File: config.mk
export PLATFORM = sky130hd
export DESIGN_NAME = ctrl_decoder
export DESIGN_NICKNAME = d
export VERILOG_FILES = /design/src/rtl/cpu_ctrl_pkg.sv /design/src/rtl/ctrl_decoder.sv
export SDC_FILE = /design/constraint.sdc
export NUM_CORES = 1
export LEC_CHECK = 0
export CORE_AREA = 2 2 39 41
export DETAILED_ROUTE_END_ITERATION = 16
export DIE_AREA = 0 0 41 43
export GPL_TIMING_DRIVEN = 0
export PLACE_DENSITY = 0.68
export SYNTH_ARGS = -nofsm -noshare
export SYNTH_HDL_FRONTEND = slang
export SYNTH_SLANG_ARGS = --single-unit
File: constraint.sdc
create_clock -name clk -period 3.48 [get_ports clk]
set_input_delay 0.87 -clock clk [delete_from_list [all_inputs] [get_ports clk]]
set_output_delay 0.87 -clock clk [all_outputs]
set_load 0.02 [all_outputs]
File: src/rtl/cpu_ctrl_pkg.sv
// Shared definitions for the main control decoder: opcodes, control-word bit map and encodings.
// MemByte (bit 13) is only driven when the decoder is built with CTRL_BYTE_MEM_EN.
package cpu_ctrl_pkg;

   typedef logic [13:0] ctrl_word_t;

   localparam logic [5:0] OP_RTYPE = 6'h00;
   localparam logic [5:0] OP_J     = 6'h02;
   localparam logic [5:0] OP_JAL   = 6'h03;
   localparam logic [5:0] OP_BEQ   = 6'h04;
   localparam logic [5:0] OP_BNE   = 6'h05;
   localparam logic [5:0] OP_ADDI  = 6'h08;
   localparam logic [5:0] OP_ADDIU = 6'h09;
   localparam logic [5:0] OP_SLTIU = 6'h0B;
   localparam logic [5:0] OP_ANDI  = 6'h0C;
   localparam logic [5:0] OP_ORI   = 6'h0D;
   localparam logic [5:0] OP_XORI  = 6'h0E;
   localparam logic [5:0] OP_LUI   = 6'h0F;
   localparam logic [5:0] OP_COP0  = 6'h10;
   localparam logic [5:0] OP_LW    = 6'h23;
   localparam logic [5:0] OP_LBU   = 6'h24;
   localparam logic [5:0] OP_SB    = 6'h28;
   localparam logic [5:0] OP_SW    = 6'h2B;

   localparam int CB_MEM_BYTE      = 13;
   localparam int CB_ALU_OP        = 12;
   localparam int CB_ALU_SRC_A     = 11;
   localparam int CB_ALU_SRC_B_LSB = 9;
   localparam int CB_REG_DST_LSB   = 7;
   localparam int CB_MEM2REG       = 6;
   localparam int CB_REG_WRITE     = 5;
   localparam int CB_MEM_READ      = 4;
   localparam int CB_MEM_WRITE     = 3;
   localparam int CB_PC_SRC        = 2;
   localparam int CB_PC_WRITE_COND = 1;
   localparam int CB_PC_WRITE      = 0;

   localparam logic [1:0] SRCB_RB     = 2'b00;
   localparam logic [1:0] SRCB_FOUR   = 2'b01;
   localparam logic [1:0] SRCB_IMM    = 2'b10;
   localparam logic [1:0] SRCB_IMM_SH = 2'b11;

   localparam logic [1:0] RDST_RT  = 2'b00;
   localparam logic [1:0] RDST_RD  = 2'b01;
   localparam logic [1:0] RDST_R31 = 2'b10;

   // Field order matches the bit map from MemByte down to PCWrite; PCSrc is tied to 0.
   function automatic ctrl_word_t cw(input logic mem_byte, input logic alu_op, input logic src_a,
                                     input logic [1:0] src_b, input logic [1:0] reg_dst,
                                     input logic mem2reg, input logic reg_write,
                                     input logic mem_read, input logic mem_write,
                                     input logic pc_write_cond, input logic pc_write);
      return {mem_byte, alu_op, src_a, src_b, reg_dst, mem2reg, reg_write,
              mem_read, mem_write, 1'b0, pc_write_cond, pc_write};
   endfunction

   localparam ctrl_word_t CW_RTYPE = cw(1'b0, 1'b1, 1'b1, SRCB_RB,     RDST_RD,  1'b0, 1'b1, 1'b0, 1'b0, 1'b0, 1'b0);
   localparam ctrl_word_t CW_J     = cw(1'b0, 1'b0, 1'b0, SRCB_RB,     RDST_RT,  1'b0, 1'b0, 1'b0, 1'b0, 1'b0, 1'b1);
   localparam ctrl_word_t CW_JAL   = cw(1'b0, 1'b0, 1'b0, SRCB_RB,     RDST_R31, 1'b0, 1'b1, 1'b0, 1'b0, 1'b0, 1'b1);
   localparam ctrl_word_t CW_BRANCH= cw(1'b0, 1'b0, 1'b0, SRCB_IMM_SH, RDST_RT,  1'b0, 1'b0, 1'b0, 1'b0, 1'b1, 1'b0);
   localparam ctrl_word_t CW_ALUI  = cw(1'b0, 1'b0, 1'b1, SRCB_IMM,    RDST_RT,  1'b0, 1'b1, 1'b0, 1'b0, 1'b0, 1'b0);
   localparam ctrl_word_t CW_COP0  = cw(1'b0, 1'b0, 1'b1, SRCB_RB,     RDST_RT,  1'b0, 1'b1, 1'b0, 1'b0, 1'b0, 1'b0);
   localparam ctrl_word_t CW_LW    = cw(1'b0, 1'b0, 1'b1, SRCB_IMM,    RDST_RT,  1'b1, 1'b1, 1'b1, 1'b0, 1'b0, 1'b0);
   localparam ctrl_word_t CW_SW    = cw(1'b0, 1'b0, 1'b1, SRCB_IMM,    RDST_RT,  1'b0, 1'b0, 1'b0, 1'b1, 1'b0, 1'b0);
   localparam ctrl_word_t CW_LBU   = cw(1'b1, 1'b0, 1'b1, SRCB_IMM,    RDST_RT,  1'b1, 1'b1, 1'b1, 1'b0, 1'b0, 1'b0);
   localparam ctrl_word_t CW_SB    = cw(1'b1, 1'b0, 1'b1, SRCB_IMM,    RDST_RT,  1'b0, 1'b0, 1'b0, 1'b1, 1'b0, 1'b0);

endpackage

File: src/rtl/ctrl_decoder.sv
// Opcode -> 14-bit control word (combinational) plus a sticky registered illegal-opcode flag.
// Byte loads/stores (lbu, sb) decode only when CTRL_BYTE_MEM_EN is defined.
module ctrl_decoder
   import cpu_ctrl_pkg::*;
(
   input  logic        clk,
   input  logic        rst,
   input  logic        dec_en,
   input  logic [5:0]  op,
   output logic [13:0] signal,
   output logic        illegal
);

   ctrl_word_t sig_c;
   logic       legal_c;
   logic       illegal_d;
   logic       illegal_q;

   always_comb begin
      sig_c   = '0;
      legal_c = 1'b1;
      case (op)
         OP_RTYPE:                     sig_c = CW_RTYPE;
         OP_J:                         sig_c = CW_J;
         OP_JAL:                       sig_c = CW_JAL;
         OP_BEQ, OP_BNE:               sig_c = CW_BRANCH;
         OP_ADDI, OP_ADDIU, OP_SLTIU,
         OP_ANDI, OP_ORI, OP_XORI,
         OP_LUI:                       sig_c = CW_ALUI;
         OP_COP0:                      sig_c = CW_COP0;
         OP_LW:                        sig_c = CW_LW;
         OP_SW:                        sig_c = CW_SW;
`ifdef CTRL_BYTE_MEM_EN
         OP_LBU:                       sig_c = CW_LBU;
         OP_SB:                        sig_c = CW_SB;
`endif
         default:                      legal_c = 1'b0;
      endcase
   end

   assign illegal_d = illegal_q | (dec_en & ~legal_c);

   always_ff @(posedge clk) begin
      if (rst) illegal_q <= 1'b0;
      else     illegal_q <= illegal_d;
   end

   assign signal  = sig_c;
   assign illegal = illegal_q;

endmodule

Word level (Yosys, flattened, before mapping)
Index checks and enable logic that the tools add are counted.

Equal/unequal tests: 14. Mux-type cells: 2. Bitwise gates (word level): 3. Reductions and logical operators: 4.

Operators with widths (count): one-hot mux 13 bit (8 select lines) (1); == test 6 x 4 -> 1 bit (second input constant) (7); OR reduction 15 bit (1); == test 6 x 2 -> 1 bit (second input constant) (2); == test 6 x 3 -> 1 bit (second input constant) (2); == test 6 bit (second input constant) (2); OR reduction 7 bit (1); == test 6 x 5 -> 1 bit (second input constant) (1); zero test 6 bit (1); OR reduction 2 bit (1); bitwise AND 1 bit (1); two-way mux 1 bit (1); inverter 1 bit (1); bitwise OR 1 bit (1).

Bits in registers: 1. Output and inout bits: 15.

Logic depth before layout (Yosys ltp)
Depth in word-level cells: 6. Mapped depth: 5. Depth with buffers taken out: 3.

Least setup slack after synthesis
Ideal clock, no wire load.

Kind: input to output. From: in op[2]. To: out signal[12]. Data arrival time: 2.009 ns. Setup slack: 0.601 ns. Cell stages on the path: 5. Cell sequence: buf_2 nor2_1 nand2_1 nor3_1 buf_4.

Cells in the longest elaborated chain, start to end: 3. Elaborated cells between the ends (all ways): 18.

RTL lines: start, declared (line ctrl_decoder.sv:9) `input logic [5:0] op,`; == test 6 x 4 -> 1 bit or == test 6 x 3 -> 1 bit (tied branches) (line ctrl_decoder.sv:22) `case (op)`; OR reduction 7 bit or OR reduction 2 bit (tied branches); one-hot mux 13 bit (8 select lines) (*) (line ctrl_decoder.sv:22); end, declared (line ctrl_decoder.sv:10) `output logic [13:0] signal,`.

Mark *: on every way between the ends. The rest lies on a longest branch, timed or not.

Final worst setup path
From: in op[1]. To: out signal[11].

Same word-level chain as after synthesis.

==> flow_summary_export.csv <==
group,metric,value,unit
power,cellLeakagePower,0.000280,uW
timing,hold_slack,446,ps
global_routing,track_usage,8.81,%
power,irDropWorstVdd,68.4,uV
setup_path,path_cells,"clkdlybuf4s50_1, buf_2, or4_4, a21oi_2, a31o_1, dlygate4sd2_1",
placement,dp_hpwl,587,um
routing,routed_wl,748,um
floorplanning,rows,14,
yosys,ys_seq_area_share,7.08,%
setup_path,path_delay_family,"buffers and inverters",
setup_path,cp.required,2610,ps
setup_path,critPathKind,"input port to primary output",
timing,fin_crit_sh,98.9,%
routing,drt_pre_antenna_iters,4,
cells_and_area,layout_commonest_cell,"clkdlybuf4s50_1",
yosys,netlist_area,283,um^2
routing,vias_per_cell,4.51,
cells_and_area,largest_reg_flops,1,
setup_path,start_kind,"input port",
global_routing,grt_max_degree,11,
clock_network,insertion_delay,0,ps
timing,rsz0062_at_grt,"no",
timing,clock_skew,0,ps
hold_path,hold_path.class,"flop to flop",
setup_path,worst-path-buf-inv,3,
routing,wl_per_cell,9.71,um
floorplanning,num_io_pins,24,
yosys,syn_inst,41,
floorplanning,core_area,0.00138,mm^2
routing,drt-initial-drc-count,2,
setup_path,worstPathArrival,2570,ps
floorplanning,die_h,43,um
cells_and_area,stdcell_area,509,um^2
setup_path,slowest_stage,"or4_4",
cells_and_area,post-route-util,36.8,%
placement,port_buffers,19,
clock_network,clkTransAtPathRegs,0,ps
run,cap_violations,0,
yosys,ys_ff_latch,1,
floorplanning,die_x,41,um
placement,placed_area,497,um^2
timing,finalHoldViolCount,0,
clock_network,ctsHoldBuffers,0,
status,status,"finished, final reports clean",
yosys,yosysWarnings,0,
power,powerDensity,121,mW/mm^2
setup_path,critPathCaptureType,"primary output",
routing,ant_nets,0,
timing,fmax,0.291,GHz
routing,vias,347,
global_routing,gr-total-overflow,0,
global_routing,antenna_found_initial,0,
global_routing,grt_pass1_vias,286,
cells_and_area,drive_gt1_share,21.3,%
power,p_total,61.7,uW
cells_and_area,layout_common_cells,"clkdlybuf4s50_1, dlygate4sd2_1, buf_4",
timing,maxSlewViolCount,0,
setup_path,cp_slowest_stage_delay,490,ps
floorplanning,start_util,20.4,%
placement,gp_congestion,0.729,
routing,remaining_drc_errors,0,
cells_and_area,nNetsFinal,72,
setup_path,worstPathMaxFanout,10,
timing,finalSetupViolCount,0,
clock_network,post_cts_buffers,0,
yosys,synth.avg_cell_area,6.90,um^2
floorplanning,die-area,0.00176,mm^2
cells_and_area,syn2layout_area_growth,80.1,%
global_routing,grt_pass1_wl,1.17,mm
cells_and_area,diodes,0,
timing,finalCriticalPeriod,3440,ps
yosys,synthDistinctLibCells,26,
-- per-stage QoR --
step	worst slack (ps)	TNS, ps	cells
after global placement	-235	-600	77
after CTS	14.1	0	77
final	39.3	0	77
after global routing	15.5	0	77
after floorplan	601	0	42
after detailed placement	-236	-728	77
-- cells in the mapped netlist (all sizes together) --
master   number  area, um^2
o211a         1        10.0
o41ai         1        8.76
nor2          5        18.8
nand4bb       1        11.3
or2           1        6.26
a32o          1        10.0
buf           8        58.8
o21ai         1        5.00
conb          1        3.75
a21oi         2        13.8
nand4b        1        8.76
nand2         3        11.3
a31o          1        8.76
nor3          2        10.0
nand2b        2        12.5
or3           1        6.26
xor2          1        8.76
nor3b         1        7.51
o2111a        1        11.3
dfxtp         1        20.0
and3          2        12.5
or4           1        11.3
inv           2        7.51
-- logic make-up (layout without fill, tap and decap cells) --
| group | count (synthesis) | after routing | synth area share [%] |
|---|---|---|---|
| xor gates and xnor gates | 1 | 1 | 3.10 |
| other | 1 | 2 | 1.33 |
| buffers and inverters | 10 | 29 | 23.5 |
| AOI/OAI and AO/OA | 8 | 8 | 23.9 |
| and+or+nand+nor | 20 | 20 | 41.2 |
| DFF | 1 | 1 | 7.08 |
-- path summary, 6_finish.rpt --
path | to | slack (ps) | start | cells after the start
setup / recovery | signal[11] | 40 | op[1] | 6
hold / removal | illegal | 450 | illegal | 2
setup reg to reg | illegal | 2950 | illegal | 2
hold reg to reg | illegal | 450 | illegal | 2
-- power by group --
part           internal (uW)  switching [uW]  leakage (uW)  total [uW]
clock network              0               0             0           0
registers               13.0           0.509    0.00000838        13.5
logic                   23.5            24.7      0.000272        48.2
total                   36.5            25.2      0.000280        61.7
-- repair_timing --
action / CTS / global route
pin swaps: 0 / 0
endpoints found under the setup margin: 8 / 3
gates resized for setup: 9 / 3
-- worst reg2reg max path, cell delays in order, from the launching register on --
cell and delay (ps):
dfxtp_1 280, nand2b_1 60, o41ai_1 60
-- final cells by class --
cell class	instances	area [um^2]
fill	158	875
inverter	2	7.51
timing repair buffer	19	190
sequential	1	20.0
multi-input combinational	31	213
tap	16	20.0
buffer	8	58.8
-- metal layers --
layer	wire, um	part of all wire, %	global-route usage, %
met5	0	0	0
met2	347	46	14.7
met4	0	0	1.33
met1	335	45	12.4
met3	65	8.7	0
No activity file was read; power rests on OpenSTA's default activity.
